==> config.mk <==
export PLATFORM = sky130hd
export DESIGN_NAME = fwd_hazard_unit
export DESIGN_NICKNAME = d
export VERILOG_FILES = /design/src/rtl/fwd_pkg.sv /design/src/rtl/fwd_match.sv /design/src/rtl/fwd_hazard_unit.sv
export SDC_FILE = /design/constraint.sdc
export NUM_CORES = 1
export LEC_CHECK = 0
export BUFFER_PORTS_ARGS = -buffer_cell sky130_fd_sc_hd__buf_2
export CAP_MARGIN = 20
export CORE_MARGIN = 4
export CORE_UTILIZATION = 40
export CTS_CLUSTER_DIAMETER = 150
export DETAILED_ROUTE_END_ITERATION = 8
export SETUP_SLACK_MARGIN = 0.02
export SYNTH_ARGS = -nofsm -noshare
export SYNTH_HDL_FRONTEND = slang
export SYNTH_HIERARCHICAL = 1
export SYNTH_SLANG_ARGS = --single-unit
==> constraint.sdc <==
create_clock -name clk -period 8.8 [get_ports clk]
set_clock_uncertainty 0.15 [all_clocks]
set_input_delay 2.2 -clock clk [delete_from_list [all_inputs] [get_ports clk]]
set_output_delay 2.2 -clock clk [all_outputs]
set_load 0.02 [all_outputs]
==> src/rtl/fwd_pkg.sv <==
// Shared types and helpers for the forwarding / load-use hazard unit.
//   fwd_entry_t : one tracked in-flight instruction {valid, rd, is_load}
//   FWD_SEL_RF  : bypass select value that picks the register file
//   sel_w()     : width of a bypass select for a given tracking depth
package fwd_pkg;
  localparam int FWD_AW     = 5;
  localparam int FWD_SEL_RF = 0;

  typedef struct packed {
    logic              valid;
    logic [FWD_AW-1:0] rd;
    logic              is_load;
  } fwd_entry_t;

  function automatic int sel_w(input int depth);
    return $clog2(depth + 1);
  endfunction
endpackage

==> src/rtl/fwd_match.sv <==
// Youngest-match priority encoder for one source operand.
//   chk_i         : operand is live (valid instr, used, src != x0)
//   src_i         : source register address
//   ent_i         : tracked entries, index 0 = youngest (EX)
//   sel_o         : FWD_SEL_RF on no match, else winning index + 1
//   is_load_hit_o : winning entry is a load
module fwd_match
  import fwd_pkg::*;
#(
  parameter int DEPTH = 3,
  parameter int AW    = FWD_AW,
  parameter int SW    = sel_w(DEPTH)
) (
  input  logic                   chk_i,
  input  logic [AW-1:0]          src_i,
  input  fwd_entry_t [DEPTH-1:0] ent_i,
  output logic [SW-1:0]          sel_o,
  output logic                   is_load_hit_o
);

  // Walk oldest to youngest so the youngest match overwrites older ones.
  always_comb begin
    sel_o         = SW'(FWD_SEL_RF);
    is_load_hit_o = 1'b0;
    if (chk_i) begin
      for (int k = DEPTH - 1; k >= 0; k--) begin
        if (ent_i[k].valid && (ent_i[k].rd != '0) && (ent_i[k].rd == src_i)) begin
          sel_o         = SW'(k + 1);
          is_load_hit_o = ent_i[k].is_load;
        end
      end
    end
  end

endmodule

==> src/rtl/fwd_hazard_unit.sv <==
// Forwarding and load-use hazard unit for the in-order pipeline.
// Owns a DEPTH-entry shift pipeline of in-flight destinations that mirrors
// EX(0), MEM(1), WB(2)...; produces per-operand bypass selects and a
// load-use stall for ID, plus a saturating stall-cycle counter.
//   clk, rst_n           : clock, synchronous active-low reset
//   id_valid/id_src/...  : decode-stage instruction fields
//   pipe_hold            : global freeze, nothing advances
//   flush                : kill the ID instruction
//   fwd_sel              : bypass select per operand (0 = regfile, k+1 = entry k)
//   ld_stall             : hold front end, bubble into EX
//   stall_cnt            : cycles with ld_stall asserted
module fwd_hazard_unit
  import fwd_pkg::*;
#(
  parameter  int NSRC       = 2,
  parameter  int DEPTH      = 3,
  parameter  int LOAD_STAGE = 1,
  parameter  int AW         = FWD_AW,
  parameter  int CNTW       = 32,
  localparam int SW         = sel_w(DEPTH)
) (
  input  logic                 clk,
  input  logic                 rst_n,
  input  logic                 id_valid,
  input  logic [NSRC*AW-1:0]   id_src,
  input  logic [NSRC-1:0]      id_src_used,
  input  logic [AW-1:0]        id_rd,
  input  logic                 id_wen,
  input  logic                 id_is_load,
  input  logic                 pipe_hold,
  input  logic                 flush,
  output logic [NSRC*SW-1:0]   fwd_sel,
  output logic                 ld_stall,
  output logic [CNTW-1:0]      stall_cnt
);

  fwd_entry_t [DEPTH-1:0] ent_q, ent_d;
  logic [CNTW-1:0]        cnt_q, cnt_d;
  logic [NSRC-1:0]        hz;

  genvar g;
  generate
    for (g = 0; g < NSRC; g++) begin : g_src
      logic [AW-1:0] src;
      logic          chk;
      logic [SW-1:0] sel;
      logic          ld_hit;

      assign src = id_src[g*AW +: AW];
      assign chk = id_valid & id_src_used[g] & (src != '0);

      fwd_match #(.DEPTH(DEPTH), .AW(AW), .SW(SW)) u_match (
        .chk_i         (chk),
        .src_i         (src),
        .ent_i         (ent_q),
        .sel_o         (sel),
        .is_load_hit_o (ld_hit)
      );

      assign fwd_sel[g*SW +: SW] = sel;
      // sel = k+1, so k < LOAD_STAGE  <=>  sel <= LOAD_STAGE
      assign hz[g] = ld_hit & (sel != '0) & (sel <= SW'(LOAD_STAGE));
    end
  endgenerate

  assign ld_stall  = (|hz) & ~flush & ~pipe_hold;
  assign stall_cnt = cnt_q;

  always_comb begin
    ent_d = ent_q;
    cnt_d = cnt_q;
    if (!pipe_hold) begin
      for (int k = DEPTH - 1; k >= 1; k--) ent_d[k] = ent_q[k-1];
      ent_d[0] = '0;
      if (ld_stall) begin
        if (~&cnt_q) cnt_d = cnt_q + CNTW'(1);
      end else if (!flush) begin
        ent_d[0].valid   = id_valid & id_wen;
        ent_d[0].rd      = id_rd;
        ent_d[0].is_load = id_is_load;
      end
    end
  end

  always_ff @(posedge clk) begin
    if (!rst_n) begin
      ent_q <= '0;
      cnt_q <= '0;
    end else begin
      ent_q <= ent_d;
      cnt_q <= cnt_d;
    end
  end

endmodule
==> run_results.csv <==
group,metric,value,unit
place,gp_congestion,0.847,
setup_path,cpMaxStageDelayCell,"a211oi_1",
die,die-area,0.00884,mm²
yosys,synth_warnings,6,
grt,grt_pass1_vias,2440,
sta,timing.setup.tns,0,ns
yosys,async_flop_share,0,%
job,timing.max_cap.violations,0,
yosys,synth_edf_count,0,
cells_and_area,antenna-diode-count,0,
clock_tree,insertion_delay,0.30,ns
route,drtAntennaViolNets,0,
route,drtIter0Drc,107,
yosys,mappedNetlistArea,0.00296,mm²
clock_tree,htreeDepth,2,
setup_path,r2r-end,"stall_cnt[25]$_SDFFE_PN0P_",
yosys,syn_area_per_cell,8.53,µm²
power_and_ir_drop,p_clk_share,38.1,%
clock_tree,cts_hold_buf,0,
clock_tree,cts_tree,"yes",
cells_and_area,syn2layout_area_growth,16.2,%
yosys,syn_inst,347,
grt,grt_pass1_wl,12200,µm
clock_tree,cts_buffers,5,
die,coreArea,0.00721,mm²
sta,setup_viol,0,
min_path,whs_path_depth,2,
route,drt_pass1_iterations,4,
route,drt-wirelength-per-cell,15.0,µm
route,via_per_inst,5.54,
cells_and_area,drive_above_1_share,19.9,%
min_path,min_to,"stall_cnt[6]$_SDFFE_PN0P_",
route,vias,2778,
place,place_area,0.00333,mm²
clock_tree,clk_pin_slew,0.09,ns
die,die_h,94.0,µm
die,die_x,94.0,µm
cells_and_area,nNetsFinal,426,
die,initial_core_util,41.1,%
clock_tree,cts_setup_buffers,0,
min_path,hp-class,"flip-flop to flip-flop",
clock_tree,cts_root_buf,"clkbuf_8",
power_and_ir_drop,internal_power,0.349,mW
route,finalWirelength,7530,µm
sta,report.final.slew_viol_count,0,
clock_tree,cts.sink_count,53,
place,dp_hpwl,5620,µm
run_status,status,"finished, final reports clean",
setup_path,cp_data_arrival_time,4.21,ns
setup_path,critical-path-max-stage-delay,0.38,ns
power_and_ir_drop,cellPowerDensity,131,mW/mm²
place,numPortBuffers,60,
setup_path,cp-start-kind,"input port",
min_path,hold_start,"stall_cnt[6]$_SDFFE_PN0P_",
setup_path,cp_cell_sequence,"buf_2 -> xnor2_1 -> nand3_1 -> a211oi_1 -> nand2_1 -> a21boi_0 -> nand3b_1 -> a21oi_1 -> buf_2",
yosys,syn-num-nets,372,
setup_path,ff2ff_setup_slack,5.43,ns
route,drc,0,
grt,grt.total_usage,17.0,%
grt,grt_max_degree,48,
sta,worst_pin_slew,0.819,ns
die,rows,31,
clock_tree,clockBufferDepth,2,
yosys,ys_seq_elements,53,
grt,antenna_found_initial,0,
sta,layout_min_cycle_time,6.56,ns
grt,grt_overflow,0,
clock_tree,ctsResizeCount,0,
cells_and_area,design_area,0.00344,mm²
power_and_ir_drop,swShare,22.7,%
power_and_ir_drop,power.share.sequential,54.3,%
yosys,yosysSeqAreaShare,35.8,%
sta,whs,0.352,ns
setup_path,end_kind,"output port",
setup_path,cpMostUsedCell,"buf_2",
setup_path,crit_path_max_fanout,5,
yosys,synth_ff_type,"dfxtp_1",
power_and_ir_drop,p_sw,0.102,mW
power_and_ir_drop,irDropWorstVdd,0.0000631,V
sta,fin_crit_sh,74.6,%
sta,rsz0062_at_grt,"false",
sta,slew-limit-headroom,44.8,%
setup_path,required,6.45,ns
power_and_ir_drop,power.leakage,1.32,nW
setup_path,startpoint,"id_src[5]",
power_and_ir_drop,combPwrFrac,7.6,%
die,ioPinCount,61,
setup_path,r2r.worst_path.cells,11,
yosys,synth.distinct_cells,49,
setup_path,path_class,"input port to output port",
sta,finalHoldViolCount,0,
sta,fmax,152,MHz
setup_path,reg2reg_from,"ent_q[8]$_SDFFE_PN0N_",
-- metrics by stage --
step                util (%)  setup WS, ns  power [mW]  instances
finish                  47.7          2.24       0.452        501
global route            47.7          2.01       0.468        501
CTS                     47.7          2.25       0.456        501
global placement        46.1          2.27       0.284        493
floorplan                  -          2.29       0.271        347
detailed placement      46.1          2.25       0.285        493
-- power groups by stage --
stage | Combinational [mW] | Sequential, mW | Clock [mW]
3_5_place_dp | 0.0339 | 0.251 | 0
5_1_grt | 0.0374 | 0.246 | 0.185
6_report | 0.0341 | 0.245 | 0.172
4_1_cts | 0.0340 | 0.245 | 0.176
3_3_place_gp | 0.0333 | 0.251 | 0
2_1_floorplan | 0.0212 | 0.250 | 0
-- Yosys cell counts (all sizes together) (5+ instances only) --
cell | count | area (µm²)
nand2b | 6 | 37.5
nor4 | 5 | 31.3
nand4 | 13 | 100
or4 | 7 | 52.6
o21ai | 15 | 75.1
a21oi | 25 | 133
dfxtp | 53 | 1060
nand3 | 14 | 70.1
o41ai | 6 | 78.8
nand2 | 25 | 93.8
xnor2 | 13 | 114
mux2i | 17 | 170
xor2 | 15 | 131
clkbuf | 8 | 31.3
inv | 10 | 37.5
buf | 7 | 43.8
or3 | 14 | 87.6
nor2 | 31 | 116
o31ai | 10 | 75.1
a22oi | 6 | 45.0
nor3 | 8 | 50.1
-- how the worst max path moves through the flow --
stage | end | slack [ns] | cells past startpoint
floorplan | ld_stall | 2.29 | 7
global placement | ld_stall | 2.27 | 9
detailed placement | ld_stall | 2.25 | 9
CTS | ld_stall | 2.25 | 9
global route | ld_stall | 2.01 | 9
finish | ld_stall | 2.24 | 9
-- registers in the layout, indices dropped and copies added, names as in the netlist --
signal,count
stall_cnt,32
ent_q,21
-- metal layers --
metal	global-route usage (%)	wire length [µm]
met1	25.0	3880
met2	25.5	3250
met3	3.61	335
met4	3.37	67
met5	0	0
-- worst max-delay path, delay by kind of cell --
kind / cells / cell delay [ns]
buffers and inverters: 2 / 0.38
and+or+nand+nor: 3 / 0.40
xor gates and xnor gates: 1 / 0.17
AOI/OAI and AO/OA: 3 / 1.05
-- final cells by class --
type	instances	area (µm²)
repair buffers	62	315
clock buffers	7	86.3
inverters	10	37.5
clock inverters	1	30.0
well taps	99	124
flip-flops and latches	53	1060
multi-input cells	269	1790
fillers	773	3770
-- cell usage in the layout (no fill, tap or decap), types with 3 or more instances in the layout --
cell type  count
inv_1         10
xnor2_1       13
or4_1          7
nor2_1        31
nand4_2        3
o31ai_1       10
o211ai_1       4
dfxtp_1       53
mux2i_1       17
nand2_1       25
and4_1         4
and3_1         3
a22oi_1        6
a21oi_1       23
or3_1         14
clkbuf_8       6
nand2b_1       6
o41ai_1        4
o21ai_0       15
xor2_1        15
nand4_1       10
a211oi_1       3
or2_1          4
nand3_1       14
nor4_1         5
nor3_1         6
buf_2         60
-- cells by family (layout without fill, tap and decap cells) --
logic type / count (synthesis) / count (layout) / synth area share (%)
XOR/XNOR: 28 / 28 / 8.28
flip-flops: 53 / 53 / 35.8
AND/OR/NAND/NOR: 140 / 140 / 25.8
AO/OA/AOI/OAI: 83 / 83 / 20.1
adder cells (fa/ha/maj): 1 / 1 / 0.422
buffers and inverters: 25 / 80 / 3.80
multiplexers: 17 / 17 / 5.75
(Power assumes the default switching activity.)
